### src/rtl/kf_pkg.sv
// Shared types and helpers for the Kalman filter predict and update stages.
// Q8.8 signed fixed point, 6-state constant-velocity model.
package kf_pkg;

  localparam int N    = 6;
  localparam int W    = 16;
  localparam int FRAC = 8;

  typedef logic signed [W+1:0] ext_t;

  typedef enum logic [2:0] {
    S_IDLE,
    S_CAPTURE,
    S_XPRED,
    S_FP,
    S_PFT,
    S_ADDQ,
    S_DONE
  } kf_state_e;

  function automatic logic signed [W-1:0] sat_w(input ext_t v);
    if (v[W+1:W-1] == 3'b000 || v[W+1:W-1] == 3'b111)
      return v[W-1:0];
    else if (v[W+1])
      return {1'b1, {(W-1){1'b0}}};
    else
      return {1'b0, {(W-1){1'b1}}};
  endfunction

  function automatic logic signed [W-1:0] add_sat(input logic signed [W-1:0] a,
                                                  input logic signed [W-1:0] b);
    ext_t s;
    s = ext_t'(a) + ext_t'(b);
    return sat_w(s);
  endfunction

  // Row-major index into the flattened 6x6 covariance.
  function automatic logic [5:0] pidx(input logic [2:0] r, input logic [2:0] c);
    return 6'(r) * 6'd6 + 6'(c);
  endfunction

endpackage

### src/rtl/kf_predict_unit_if.sv
// Start/done handshake and flat-packed X/P buses of the predict stage.
interface kf_predict_unit_if;
  import kf_pkg::*;

  logic               start;
  logic [N*W-1:0]     x_in;
  logic [N*N*W-1:0]   p_in;
  logic               busy;
  logic               done;
  logic [N*W-1:0]     x_out;
  logic [N*N*W-1:0]   p_out;

  modport master (output start, x_in, p_in, input busy, done, x_out, p_out);
  modport slave  (input start, x_in, p_in, output busy, done, x_out, p_out);
endinterface

### src/rtl/kf_mac_sat.sv
// y = sat(c + ((a*b) >>> FRAC)); the single multiplier shared by every predict step.
module kf_mac_sat
  import kf_pkg::*;
(
  input  logic signed [W-1:0] a,
  input  logic signed [W-1:0] b,
  input  logic signed [W-1:0] c,
  output logic signed [W-1:0] y
);

  logic signed [2*W-1:0] prod;
  ext_t                  shifted;
  ext_t                  sum;

  assign prod    = a * b;
  // Arithmetic shift floors toward -inf; W+2 bits hold any DT*x/2^FRAC for small DT.
  assign shifted = ext_t'(prod >>> FRAC);
  assign sum     = ext_t'(c) + shifted;
  assign y       = sat_w(sum);

endmodule

### src/rtl/kf_predict_unit.sv
// Kalman predict stage: x' = F*x, P' = F*P*F^T + Q with F = [[I, dt*I],[0, I]].
//
// state     | meaning
// ----------+-----------------------------------------------
// S_IDLE    | waiting for start, x_in/p_in captured on accept
// S_CAPTURE | one settle cycle, busy asserted
// S_XPRED   | x[i] += dt*x[i+3], i=0..2
// S_FP      | A = F*P, rows 0..2 updated in place
// S_PFT     | P' = A*F^T, cols 0..2 updated in place
// S_ADDQ    | diagonal += Q, outputs registered
// S_DONE    | done pulse, back to idle
module kf_predict_unit
  import kf_pkg::*;
#(
  parameter logic signed [W-1:0] DT    = 16'sd26,
  parameter logic signed [W-1:0] Q_POS = 16'sd0,
  parameter logic signed [W-1:0] Q_VEL = 16'sd0
) (
  input logic              clk,
  input logic              rst_n,
  kf_predict_unit_if.slave bus
);

  kf_state_e           state;
  logic [2:0]          row;
  logic [2:0]          col;
  logic signed [W-1:0] x_w [N];
  logic signed [W-1:0] p_w [N*N];
  logic                busy_q;
  logic                done_q;
  logic [N*W-1:0]      x_out_q;
  logic [N*N*W-1:0]    p_out_q;
  logic signed [W-1:0] mac_b;
  logic signed [W-1:0] mac_c;
  logic signed [W-1:0] mac_y;

  assign bus.busy  = busy_q;
  assign bus.done  = done_q;
  assign bus.x_out = x_out_q;
  assign bus.p_out = p_out_q;

  always_comb begin
    mac_b = '0;
    mac_c = '0;
    case (state)
      S_XPRED: begin
        mac_c = x_w[col];
        mac_b = x_w[col + 3'd3];
      end
      S_FP: begin
        mac_c = p_w[pidx(row, col)];
        mac_b = p_w[pidx(row + 3'd3, col)];
      end
      S_PFT: begin
        mac_c = p_w[pidx(row, col)];
        mac_b = p_w[pidx(row, col + 3'd3)];
      end
      default: ;
    endcase
  end

  kf_mac_sat u_mac (
    .a (DT),
    .b (mac_b),
    .c (mac_c),
    .y (mac_y)
  );

  always_ff @(posedge clk or negedge rst_n) begin
    if (!rst_n) begin
      state   <= S_IDLE;
      row     <= '0;
      col     <= '0;
      busy_q  <= 1'b0;
      done_q  <= 1'b0;
      x_out_q <= '0;
      p_out_q <= '0;
      for (int i = 0; i < N; i++)   x_w[i] <= '0;
      for (int k = 0; k < N*N; k++) p_w[k] <= '0;
    end else begin
      case (state)
        S_IDLE: begin
          done_q <= 1'b0;
          if (bus.start) begin
            for (int i = 0; i < N; i++)   x_w[i] <= bus.x_in[i*W +: W];
            for (int k = 0; k < N*N; k++) p_w[k] <= bus.p_in[k*W +: W];
            busy_q <= 1'b1;
            row    <= '0;
            col    <= '0;
            state  <= S_CAPTURE;
          end
        end
        S_CAPTURE: state <= S_XPRED;
        S_XPRED: begin
          x_w[col] <= mac_y;
          if (col == 3'd2) begin
            col   <= '0;
            state <= S_FP;
          end else begin
            col <= col + 3'd1;
          end
        end
        S_FP: begin
          p_w[pidx(row, col)] <= mac_y;
          if (col == 3'd5) begin
            col <= '0;
            if (row == 3'd2) begin
              row   <= '0;
              state <= S_PFT;
            end else begin
              row <= row + 3'd1;
            end
          end else begin
            col <= col + 3'd1;
          end
        end
        S_PFT: begin
          p_w[pidx(row, col)] <= mac_y;
          if (col == 3'd2) begin
            col <= '0;
            if (row == 3'd5) begin
              row   <= '0;
              state <= S_ADDQ;
            end else begin
              row <= row + 3'd1;
            end
          end else begin
            col <= col + 3'd1;
          end
        end
        S_ADDQ: begin
          for (int i = 0; i < N; i++)   x_out_q[i*W +: W] <= x_w[i];
          for (int k = 0; k < N*N; k++) p_out_q[k*W +: W] <= p_w[k];
          // Diagonal writes follow the bulk copy so they take precedence.
          for (int d = 0; d < N; d++)
            p_out_q[(d*N+d)*W +: W] <= add_sat(p_w[d*N+d], (d < 3) ? Q_POS : Q_VEL);
          busy_q <= 1'b0;
          done_q <= 1'b1;
          state  <= S_DONE;
        end
        S_DONE: begin
          done_q <= 1'b0;
          state  <= S_IDLE;
        end
        default: state <= S_IDLE;
      endcase
    end
  end

endmodule
### src/flat_wrapper.sv
// flat-port wrapper written by rule: the top's interface ports become plain ports
module kf_predict_unit_flat import kf_pkg::*;
#(
  parameter logic signed [W-1:0] DT    = 16'sd26,
  parameter logic signed [W-1:0] Q_POS = 16'sd0,
  parameter logic signed [W-1:0] Q_VEL = 16'sd0
)
  (clk, rst_n, bus_start, bus_x_in, bus_p_in, bus_busy, bus_done, bus_x_out, bus_p_out);
  kf_predict_unit_if bus_i ();
  input logic clk;
  input logic rst_n;
  input wire logic [$bits(bus_i.start)-1:0] bus_start;
  input wire logic [$bits(bus_i.x_in)-1:0] bus_x_in;
  input wire logic [$bits(bus_i.p_in)-1:0] bus_p_in;
  output wire logic [$bits(bus_i.busy)-1:0] bus_busy;
  output wire logic [$bits(bus_i.done)-1:0] bus_done;
  output wire logic [$bits(bus_i.x_out)-1:0] bus_x_out;
  output wire logic [$bits(bus_i.p_out)-1:0] bus_p_out;
  assign bus_i.start = bus_start;
  assign bus_i.x_in = bus_x_in;
  assign bus_i.p_in = bus_p_in;
  assign bus_busy = bus_i.busy;
  assign bus_done = bus_i.done;
  assign bus_x_out = bus_i.x_out;
  assign bus_p_out = bus_i.p_out;
  kf_predict_unit #(.DT(DT), .Q_POS(Q_POS), .Q_VEL(Q_VEL)) u_core (.clk(clk), .rst_n(rst_n), .bus(bus_i));
endmodule
### config.mk
export PLATFORM = sky130hd
export DESIGN_NAME = kf_predict_unit_flat
export DESIGN_NICKNAME = d
export VERILOG_FILES = /design/src/rtl/kf_pkg.sv /design/src/rtl/kf_predict_unit_if.sv /design/src/rtl/kf_mac_sat.sv /design/src/rtl/kf_predict_unit.sv /design/src/flat_wrapper.sv
export SDC_FILE = /design/constraint.sdc
export NUM_CORES = 2
export LEC_CHECK = 0
export CAP_MARGIN = 20
export CORE_AREA = 3 3 520 522
export CTS_BUF_LIST = sky130_fd_sc_hd__clkbuf_8
export DETAILED_ROUTE_END_ITERATION = 7
export DIE_AREA = 0 0 523 525
export GPL_ROUTABILITY_DRIVEN = 0
export PLACE_DENSITY = 0.52
export SETUP_SLACK_MARGIN = 0.2
export SYNTH_ARGS = -nofsm -noshare
export SYNTH_HDL_FRONTEND = slang
export SYNTH_SLANG_ARGS = --single-unit
### constraint.sdc
create_clock -name clk -period 32.2 [get_ports clk]
set_input_delay 6.44 -clock clk [delete_from_list [all_inputs] [get_ports clk]]
set_output_delay 6.44 -clock clk [all_outputs]
set_load 0.005 [all_outputs]
==> metrics.md <==
| Metric | Value |
|---|---|
| Cell variety after synth | 71 |
| RSZ-0062 raised after global routing | false |
| Final hold violations | 0 |
| Layout net count | 8184 |
| Fin cells | 11200 |
| Cells on worst reg2reg path | 39 |
| Worst-margin pin slew | between 1000 and 1500 ps |
| Cell count after synthesis | 6138 |
| WP data required | 33060 ps |
| Overflow after GRT | 0 |
| Row Count | approximately 190 |
| Post-CTS Resized | 0 |
| Root Buffer | clkbuf_8 |
| Top Ports | 1349 |
| Startpoint types | flip-flop |
| Max-slew headroom | 0.0911 |
| Ys flop type | dfrtp_1 |
| WL final | about 460000 µm |
| CTS buffer count | approximately 280 |
| Avg Cell Area, Syn | 11.9 µm² |
| Pins over their slew limit | 0 |
| Final min period | 15150 ps |
| Syn. warnings | 0 |
| Core area | around 0.27 mm² |
| Type of the worst setup path | reg2reg |
| Dpl cells | between 10000 and 15000 |
| Final period util | 0.471 |
| Hold Crit Depth | 1 |
| Reg2reg setup slack | 17050 ps |
| Layout cells sized above 1 | 0.234 |
| R2R Path End | u_core.p_w[508] |
| Pin count of the biggest net entering global routing | 229 |
| Hold_buf cts | 0 |
| Reg-to-Reg Start | u_core.col[0] |
| Setup TNS | 0 ps |
| IO Port Bufs | 1348 |
| Global Route Usage Sum | 0.324 |
| Hold EP | u_core.bus.p_out[123] |
| Initial Utilization | 0.274 |
| Number of synthesized flops with an enable pin | 0 |
| Max incr delay on CP | 1050 ps |
| Worst Clk Skew | 113 ps |
| Clock-pin slew on the worst setup and hold paths | 60 ps |
| Final setup viols | 0 |
| Final routed DRC violation total | 0 |
| Starting DRT DRC Count | 9347 |
| Post-synthesis register bit count | 1355 |
| Syn Std Cell Area | 0.0728 mm² |
| Vias | between 60000 and 70000 |
| CP top delay family | compound AO/OA/AOI/OAI gates |
| Wire per inst | 41.2 µm |
| Hold path start | u_core.bus.p_out[123] |
| Initial antenna violation count | 117 |
| Clock tree sinks | 1355 |
| Drt pass-1 iters | 8 |
| Post-CTS Setup Inserts | 0 |
| Critical path buffers and inverters | 8 |
| Worst Hold Class | reg2reg |
| Most used cell, CP | a21o_1 |
| Vias in the first global route | 65300 |
| Bufs on Longest Clock Path | 4 |
| Final antenna-violating net count | 0 |
| Die ar. | 0.275 mm² |
| Maxcap violations | 0 |
| CP Capture Type | flip-flop |
| Part of the Yosys area used for sequential elements | 0.466 |
| Die width | 523 µm |
| Clock Latency Late Sink | 1070 ps |
| Status | finished clean |
| Synth-to-Final Area Change | 31.6% |
| Fmax | 66.0 MHz |
| Worst path slowest cell | ha_1 |
| H-tree levels | 5 |
| CP arrival | 16010 ps |
| Die Ht | 525 µm |
| Crit Path Max Fanout | 48 |
| Drt via density | 6.01 |
| TritonCTS clock tree | done |
| Ys async rst share | 1.00 |
| Syn_nets | 6911 |
| First-pass GRT wire length | 606000 µm |
| Detailed Place HPWL | 358000 µm |
[metrics by stage]
stage / utilization / hold WS (ps) / instance area (µm²) / worst slack [ps]
6_report: 0.361 / 503 / 95800 / 17050
3_5_place_dp: 0.340 / 491 / 90300 / 17280
2_1_floorplan: - / 471 / 72800 / 21650
5_1_grt: 0.361 / 509 / 95800 / 16470
3_3_place_gp: 0.340 / 490 / 90300 / 17490
4_1_cts: 0.360 / 503 / 95700 / 17240
[state kept, by name (all words and copies together) (netlist names)]
| name | flops |
|---|---|
| u_core.state | 3 |
| u_core.bus.p_out | 576 |
| u_core.bus.done | 1 |
| u_core.bus.busy | 1 |
| u_core.col | 3 |
| u_core.p_w | 576 |
| u_core.row | 3 |
| u_core.x_w | 96 |
| u_core.bus.x_out | 96 |
[area by class of cell]
type | count | area, µm²
fill | 26100 | 170000
multi-input combinational | 4175 | 36800
sequential | 1355 | 33900
timing repair buffer | 1503 | 14900
clock buffer | 337 | 4640
tap | 3533 | 4420
clock inverter | 130 | 759
inverter | 98 | 368
antenna | 43 | 108
[placed cells by master, fill, tap and decap left out, types with 14 or more instances in the layout]
cell,n
nand2_1,221
a221oi_1,42
clkbuf_8,337
and3_1,197
xor2_1,16
a22oi_1,163
o21ai_1,21
ha_1,76
xnor2_1,22
clkinv_2,27
a21oi_1,624
nor2_1,501
mux2i_1,124
buf_4,141
clkdlybuf4s50_1,1347
o22ai_1,213
fa_1,17
dfrtp_1,1354
a211oi_1,164
mux4_2,467
diode_2,43
o31ai_1,18
nand3_1,29
mux2_2,691
inv_1,181
a21o_1,17
nor3_1,18
nor2b_1,14
o21ai_0,318
[cells by family (layout without fill, tap and decap cells)]
group           after synthesis  in the layout  synth area share
xor+xnor                     45             45           0.00562
simple gates               1067           1067            0.0660
buf+inv                     608           2068            0.0357
compound gates             1677           1677             0.138
flops                      1355           1355             0.466
fa+ha+maj                    98             98            0.0189
other cells                   0             43                 0
mux                        1288           1288             0.271
[cell usage after synthesis, types with 19 or more instances]
cell type	n	area (µm²)
dfrtp_1	1355	33900
mux2_2	691	7780
a21oi_1	635	3180
nor2_1	513	1930
mux4_2	467	10500
clkbuf_1	368	1380
o21ai_0	319	1600
nand2_1	222	833
o22ai_1	213	1330
and3_1	198	1240
a211oi_1	166	1250
a22oi_1	163	1220
mux2i_1	124	1240
inv_1	97	364
ha_1	78	976
buf_2	68	340
a221oi_1	42	368
buf_1	33	124
nand3_1	29	145
nor3_1	25	125
xnor2_1	25	219
o21ai_1	24	120
buf_4	22	165
o31ai_1	21	158
fa_1	20	400
xor2_1	19	166
[worst reg2reg max path, delay by kind of cell, from the launching register on]
kind / cells / cell delay [ps]
AO/OA/AOI/OAI: 18 / 4730
buffers and inverters: 8 / 3620
adder cells (fa/ha/maj): 6 / 3540
multiplexers: 3 / 1410
flip-flops: 1 / 940
AND/OR/NAND/NOR: 2 / 400
XOR/XNOR: 2 / 370
[metal layers]
metal | vias up | global-route usage | share of wire
met5 | - | 0 | 0.0013
met4 | 74 | 0.179 | 0.066
li1 | 25900 | - | -
met2 | 5190 | 0.468 | 0.42
met3 | 1049 | 0.113 | 0.12
met1 | 34900 | 0.420 | 0.39
[how the worst max path moves through the flow]
stage / to / slack, ps / startpoint / cells past startpoint
after detailed placement: u_core.p_w[524] / 17280 / u_core.col[0] / 39
final: u_core.p_w[508] / 17050 / u_core.col[0] / 39
after global placement: u_core.p_w[524] / 17490 / u_core.col[0] / 40
after global routing: u_core.p_w[498] / 16470 / u_core.col[0] / 39
after CTS: u_core.x_w[44] / 17240 / u_core.col[0] / 39
after floorplan: u_core.p_w[100] / 21650 / u_core.col[0] / 50
Power is left out: the tool's default activity adds up to more than one toggle a clock period on the data nets, which glitch-free logic cannot reach.
